===== src/rtl/step_counter_pkg.sv =====
// Shared types and constants for the step counter: FSM state encoding and
// the width of one increment slice.
package step_counter_pkg;

  localparam int SLICE_W = 2;

  typedef enum logic [1:0] {
    IDLE = 2'b00,
    RUN  = 2'b01,
    DONE = 2'b10
  } state_t;

endpackage


===== src/rtl/inc2_slice.sv =====
// One 2-bit increment slice; chained through ci/co to build a wider incrementer.
module inc2_slice
  import step_counter_pkg::*;
(
  input  logic [SLICE_W-1:0] a,
  input  logic               ci,
  output logic [SLICE_W-1:0] s,
  output logic               co
);

  assign {co, s} = {1'b0, a} + {{SLICE_W{1'b0}}, ci};

endmodule


===== src/rtl/step_counter.sv =====
// Registered step counter around a chain of inc2_slice incrementers, with a
// start/len handshake bounding each run. Define STEP_COUNTER_SATURATE_EN to
// hold count at all-ones instead of wrapping.
module step_counter
  import step_counter_pkg::*;
#(
  parameter int WIDTH = 2
) (
  input  logic             clk,
  input  logic             rst_n,
  input  logic             start,
  input  logic [WIDTH-1:0] len,
  input  logic             en,
  input  logic             clr,
  output logic [WIDTH-1:0] count,
  output logic             ovf,
  output logic             busy,
  output logic             done
);

  localparam int NSLICE = WIDTH / SLICE_W;

  state_t           state, state_nx;
  logic [WIDTH-1:0] rem, rem_nx;
  logic [WIDTH-1:0] count_nx, sum;
  logic             ovf_nx;
  logic [NSLICE:0]  carry;
  logic             step;

  // Slice 0 carry-in tied high turns the adder chain into an incrementer.
  assign carry[0] = 1'b1;

  for (genvar i = 0; i < NSLICE; i++) begin : g_slice
    inc2_slice u_slice (
      .a  (count[i*SLICE_W +: SLICE_W]),
      .ci (carry[i]),
      .s  (sum[i*SLICE_W +: SLICE_W]),
      .co (carry[i+1])
    );
  end

  assign step = (state == RUN) && en;
  assign busy = (state != IDLE);
  assign done = (state == DONE);

  always_comb begin
    state_nx = state;
    rem_nx   = rem;
    case (state)
      IDLE: begin
        if (start) begin
          if (len != '0) begin
            rem_nx   = len;
            state_nx = RUN;
          end else begin
            state_nx = DONE;
          end
        end
      end
      RUN: begin
        if (en) begin
          rem_nx = rem - WIDTH'(1);
          if (rem == WIDTH'(1)) state_nx = DONE;
        end
      end
      DONE:    state_nx = IDLE;
      default: state_nx = IDLE;
    endcase
  end

  // clr wins over the increment but leaves the step bookkeeping above untouched.
  always_comb begin
    count_nx = count;
    ovf_nx   = 1'b0;
    if (step) begin
      ovf_nx = carry[NSLICE];
`ifdef STEP_COUNTER_SATURATE_EN
      count_nx = carry[NSLICE] ? count : sum;
`else
      count_nx = sum;
`endif
    end
    if (clr) begin
      count_nx = '0;
      ovf_nx   = 1'b0;
    end
  end

  always_ff @(posedge clk) begin
    if (!rst_n) begin
      state <= IDLE;
      rem   <= '0;
      count <= '0;
      ovf   <= 1'b0;
    end else begin
      state <= state_nx;
      rem   <= rem_nx;
      count <= count_nx;
      ovf   <= ovf_nx;
    end
  end

endmodule


===== config.mk =====
export PLATFORM = sky130hd
export DESIGN_NAME = step_counter
export DESIGN_NICKNAME = d
export VERILOG_FILES = /design/src/rtl/step_counter_pkg.sv /design/src/rtl/inc2_slice.sv /design/src/rtl/step_counter.sv
export SDC_FILE = /design/constraint.sdc
export NUM_CORES = 1
export LEC_CHECK = 0
export CORE_AREA = 2 2 39 41
export DETAILED_ROUTE_END_ITERATION = 12
export DIE_AREA = 0 0 41 43
export GPL_TIMING_DRIVEN = 0
export HOLD_SLACK_MARGIN = 0.05
export PLACE_DENSITY = 0.52
export SYNTH_ARGS = -nofsm -noshare
export SYNTH_HDL_FRONTEND = slang
export SYNTH_SLANG_ARGS = --single-unit

===== constraint.sdc =====
create_clock -name clk -period 2.7 [get_ports clk]
set_input_delay 0.27 -clock clk [delete_from_list [all_inputs] [get_ports clk]]
set_output_delay 0.27 -clock clk [all_outputs]
set_load 0.01 [all_outputs]

**Word level (Yosys, flattened, before mapping)**

Cells that the tools add are included.

- Add/subtract/negate cells: 2
- Equality and inequality tests: 7
- Multiplexer cells: 9
- Bitwise logic cells: 2
- Reduce and logical (&&, ||, !) cells: 9

Operators by type and width:

| cell | number |
|---|---|
| $mux 2 | 7 |
| $pmux 2 s2 | 2 |
| $ne 2x2->1 const B | 3 |
| $reduce_bool 2->1 | 3 |
| $eq 2x1->1 const B | 2 |
| $reduce_and 4->1 | 1 |
| $add 2x1->3 const B | 1 |
| $reduce_and 3->1 | 1 |
| $reduce_or 3->1 | 1 |
| $eq 2x2->1 const B | 1 |
| $logic_not 2->1 | 1 |
| $ne 2x1->1 const B | 1 |
| $not 1->1 | 2 |
| $reduce_or 2->1 | 1 |
| $sub 2x1->2 const B | 1 |
| $logic_and 1x1->1 | 1 |

- Bits in registers: 7
- Word-level logic and storage cells: 33

**Longest topological paths before layout**

Gate-level depths: netlist (run 1).

- Word-level depth: 4
- Depth in mapped cells: 5
- Gate-level depth less buffers: 5

**By module**

A second synthesis (run 1) with hierarchy kept.

- Cell total of the unflattened synthesis: 49
- Area, all modules: 394.1 um2

Modules (own cells, without submodules):

| module | instances | cells an instance | area each (um2) | seq. area each (um2) |
|---|---|---|---|---|
| step_counter | 1 | 47 | 369.1 | 140.1 |
| inc2_slice | 1 | 2 | 25.0 | 0.0 |

**Worst setup path before layout (run 1)**

Ideal clock, no wire load.

- Path kind: register to register
- Start point: register rem[0]
- End point: register rem[1]
- Library setup time: 0.122 ns
- Data arrival time: 1.104 ns
- Data required time: 2.578 ns
- Path slack: 1.474 ns
- Cell stages (with the launch flop): 4
- Path buffers: 0
- Path through: dfxtp_1 > ha_1 > mux2_4 > o311a_1

- Cells in the longest elaborated chain, start to end: 3

Ends and longest elaborated chain:

| element | RTL line | RTL |
|---|---|---|
| start, declared | step_counter.sv:24 | `logic [WIDTH-1:0] rem, rem_nx;` |
| start signal, assigned | step_counter.sv:97 | `rem <= rem_nx;` |
| $sub 2x1->2 | step_counter.sv:62 | `rem_nx = rem - WIDTH'(1);` |
| $mux 2 | step_counter.sv:61 | `if (en) begin` |
| $pmux 2 s2 | step_counter.sv:49 | `case (state)` |

No other way between the ends. The select of a mux whose other input is x is not followed.
A chain may end at the register's enable or synchronous reset.

**Final worst setup path (run 1)**

- Start point: register state[0]
- End point: output busy

- Cells in the longest elaborated chain, start to end: 1

Ends and longest elaborated chain:

| element | RTL line | RTL |
|---|---|---|
| start, declared | step_counter.sv:23 | `state_t state, state_nx;` |
| start signal, assigned | step_counter.sv:96 | `state <= state_nx;` |
| $reduce_bool 2->1 | step_counter.sv:43 | `assign busy = (state != IDLE);` |
| end, declared | step_counter.sv:17 | `output logic busy,` |

No other way between the ends.

==> results of run 1 <==
[cell usage after synthesis, drive strengths merged]
cell	instances
xor2	1
and3	1
a221o	1
a21oi	2
xnor2	1
nor2	3
nor3	1
o311a	1
o21ai	1
buf	1
mux2	1
ha	2
dfxtp	7
a2bb2oi	1
nand3	2
nor2b	3
nand2b	2
or2	1
o31a	1
nand2	5
inv	2
nor3b	2
[cells by family (layout without fill, tap and decap cells)]
| logic type | Yosys count | count (layout) | share of synthesized area |
|---|---|---|---|
| compound gates | 7 | 7 | 0.139 |
| xor+xnor | 2 | 2 | 0.0464 |
| fa+ha+maj | 2 | 2 | 0.0662 |
| buf+inv | 3 | 18 | 0.0497 |
| flops | 7 | 7 | 0.371 |
| mux | 1 | 1 | 0.0397 |
| simple gates | 20 | 20 | 0.288 |
[area by class of cell]
type	count	share of cell area
Inverter	2	0.0141
Sequential cell	7	0.262
Multi-Input combinational cell	32	0.410
Timing Repair Buffer	11	0.206
Clock buffer	4	0.0492
Tap cell	16	0.0375
Buffer	1	0.0211
[stage by stage]
step / total power, W / utilization / instances
final: 0.000269 / 0.386 / 73
after global routing: 0.000287 / 0.386 / 73
after CTS: 0.000274 / 0.386 / 73
after detailed placement: 0.000176 / 0.367 / 69
after global placement: 0.000175 / 0.367 / 69
after floorplan: 0.000153 / - / 42
[worst min-delay path: stages (launching register included)]
cell	delay (ns)
dfxtp_1	0.32
nand2_1	0.06
a21oi_1	0.05
[power breakdown]
group | internal [W] | total [W] | switching, W | leakage [nW]
combinational | 0.0000350 | 0.0000584 | 0.0000234 | 0.138
clock | 0.0000565 | 0.0000961 | 0.0000396 | 0.0150
sequential | 0.000110 | 0.000114 | 0.00000472 | 0.0572
total | 0.000201 | 0.000269 | 0.0000677 | 0.210
[registers in the layout (all words and copies together), names as in the netlist]
register / cells
count: 2
ovf: 1
rem: 2
state: 2
[layer usage]
| metal | share of wire | vias to the layer above |
|---|---|---|
| li1 | - | 176 |
| met1 | 0.46 | 150 |
| met2 | 0.47 | 10 |
| met3 | 0.063 | 0 |
| met4 | 0 | 0 |
| met5 | 0 | - |
[how the worst min path moves through the flow]
stage / slack [ns] / end / from
after floorplan: 0.40 / rem[1] / rst_n
after global placement: 0.46 / count[1] / count[1]
after detailed placement: 0.47 / count[1] / count[1]
after CTS: 0.48 / count[1] / count[1]
after global routing: 0.49 / count[1] / count[1]
final: 0.48 / count[1] / count[1]
==> metrics.txt, run 1 <==
Post-CTS Setup Repair Bufs 0; Sink Count 7; Initial Util 0.273; htree depth 1; clk_skew around 0.0018 ns; top cells by area, synth dfxtp_1 37%, ha_1 6.6%, nand2_1 5.0%, nor2b_2 4.6%, mux2_4 4.0%; power density over the cells a little over 500 nW/um^2; VDD IR max 247 uV; Final period util 0.641; Final Hold Fails 0; setup TNS 0 ns; CTS root buffer clkbuf_4; crit path DAT 1.46 ns; Startpoint Class flip-flop; pin count of the biggest net entering global routing 11; Worst EP required 2.43 ns; reg2reg path depth 3; DRT iter0 DRCs 1; R2R setup slack roughly 1.4 ns; Setup-failing EPs final 0; row cnt 14; Mapped Nets 51; Worst setup endpoint busy; CP Max Fanout 10; GR Layer Usage met2 0.144; Die X-Extent 41 um; delay of the slowest cell on the worst path 0.48 ns; CTS resizes 0; area delta synth->final 41.4%; GRT overflow 0; Slew @ Worst Pin ~0.27 ns; Final nets 67; most common cell after layout, fill and taps aside clkdlybuf4s50_1; Achievable Freq 0.578 GHz; top-area cell type share of the netlist area 0.371; DP Worst Slack 1.18 ns; port bufs 11; CP Buf/Inv Count 2; Worst path depth 3; final worst slack 0.970 ns; layout cell share with drive strength beyond 1 0.140; initial antenna violation count 0; post-synthesis cell type count 23; Reg2Reg Launch Point rem[0]; Min-Delay Path Depth 2; Hold Path Class flip-flop to flip-flop; vias in the first global route 292; first-pass iteration count of the detailed router 2; Min Clock Period, post-route 1.73 ns; total CTS buffers 3; DP Area between 500 and 600 sq um; max-cap viol count 0; die area 1760 sq um; Reg area 140 sq um; final instance area 534 sq um; Post-CTS Hold Fix Bufs 0; GR Layer Usage met1 0.110; ANT nets after route 0; mapped cell area 378 sq um; Filler cells roughly 140; most frequent cells in the layout 11 x clkdlybuf4s50_1, 7 x dfxtp_1, 5 x nand2_1, 3 x nor2_1, 3 x clkbuf_4; Slew Viols, Final 0; Crit Reg-Reg Endpoint rem[1]; status finished clean; Pleak roughly 0.21 nW; GRT Util Overall 0.0985; drt wl/cell 9.79 um; register area share after synthesis 0.371; Gate Count Post-Synth 42; worst hold slack 0.475 ns; die height 43 um; Crit path max-delay family buffers and inverters; Synth warnings 0; DR vias roughly 340; Inserted Diodes 0; num ports 12; Core Region 1380 sq um; Multi-input gate area 219 sq um; Synth Area per Inst 9.00 sq um; CTS max path bufs 2; wire length of the first global-routing pass 1130 um; DRC 0; Yosys top cell by area dfxtp_1; CP cell instances buf_6 > or2_2 > clkdlybuf4s50_1; Worst slew margin 0.819; clk slew on worst S/H paths ~0.050 ns; RSZ-0062 raised after global routing false; Setup CP Type flip-flop to output pin; worst skew pair latency around 0.25 ns; vias per cell 4.60; Setup crit start state[0]; Seq cells post-synth 7; layer with the highest usage met2; CP Capture Type output pin; slowest CP cell clkdlybuf4s50_1; met3 Track Usage GR 0.0942; CTS tree done; GP Congestion 0.726; Routed WL 715 um
Note: power is estimated with default switching activity, not from simulation.
==> inputs of run 2 (changes only) <==
- clock period: 2.7 -> 1.72 ns (I/O delays scaled with it)
==> results of run 2 <==
Same layout as run 1 (identical final DEF). Status: finished clean.
Among the figures that moved: setup slack after placement 1.18 ns -> 0.301 ns; setup slack after layout 0.970 ns -> 0.0879 ns; register-to-register setup slack 1.43 ns -> 0.45 ns; total power 0.000269 W -> 0.000422 W; worst IR drop on VDD 247 uV -> 388 uV
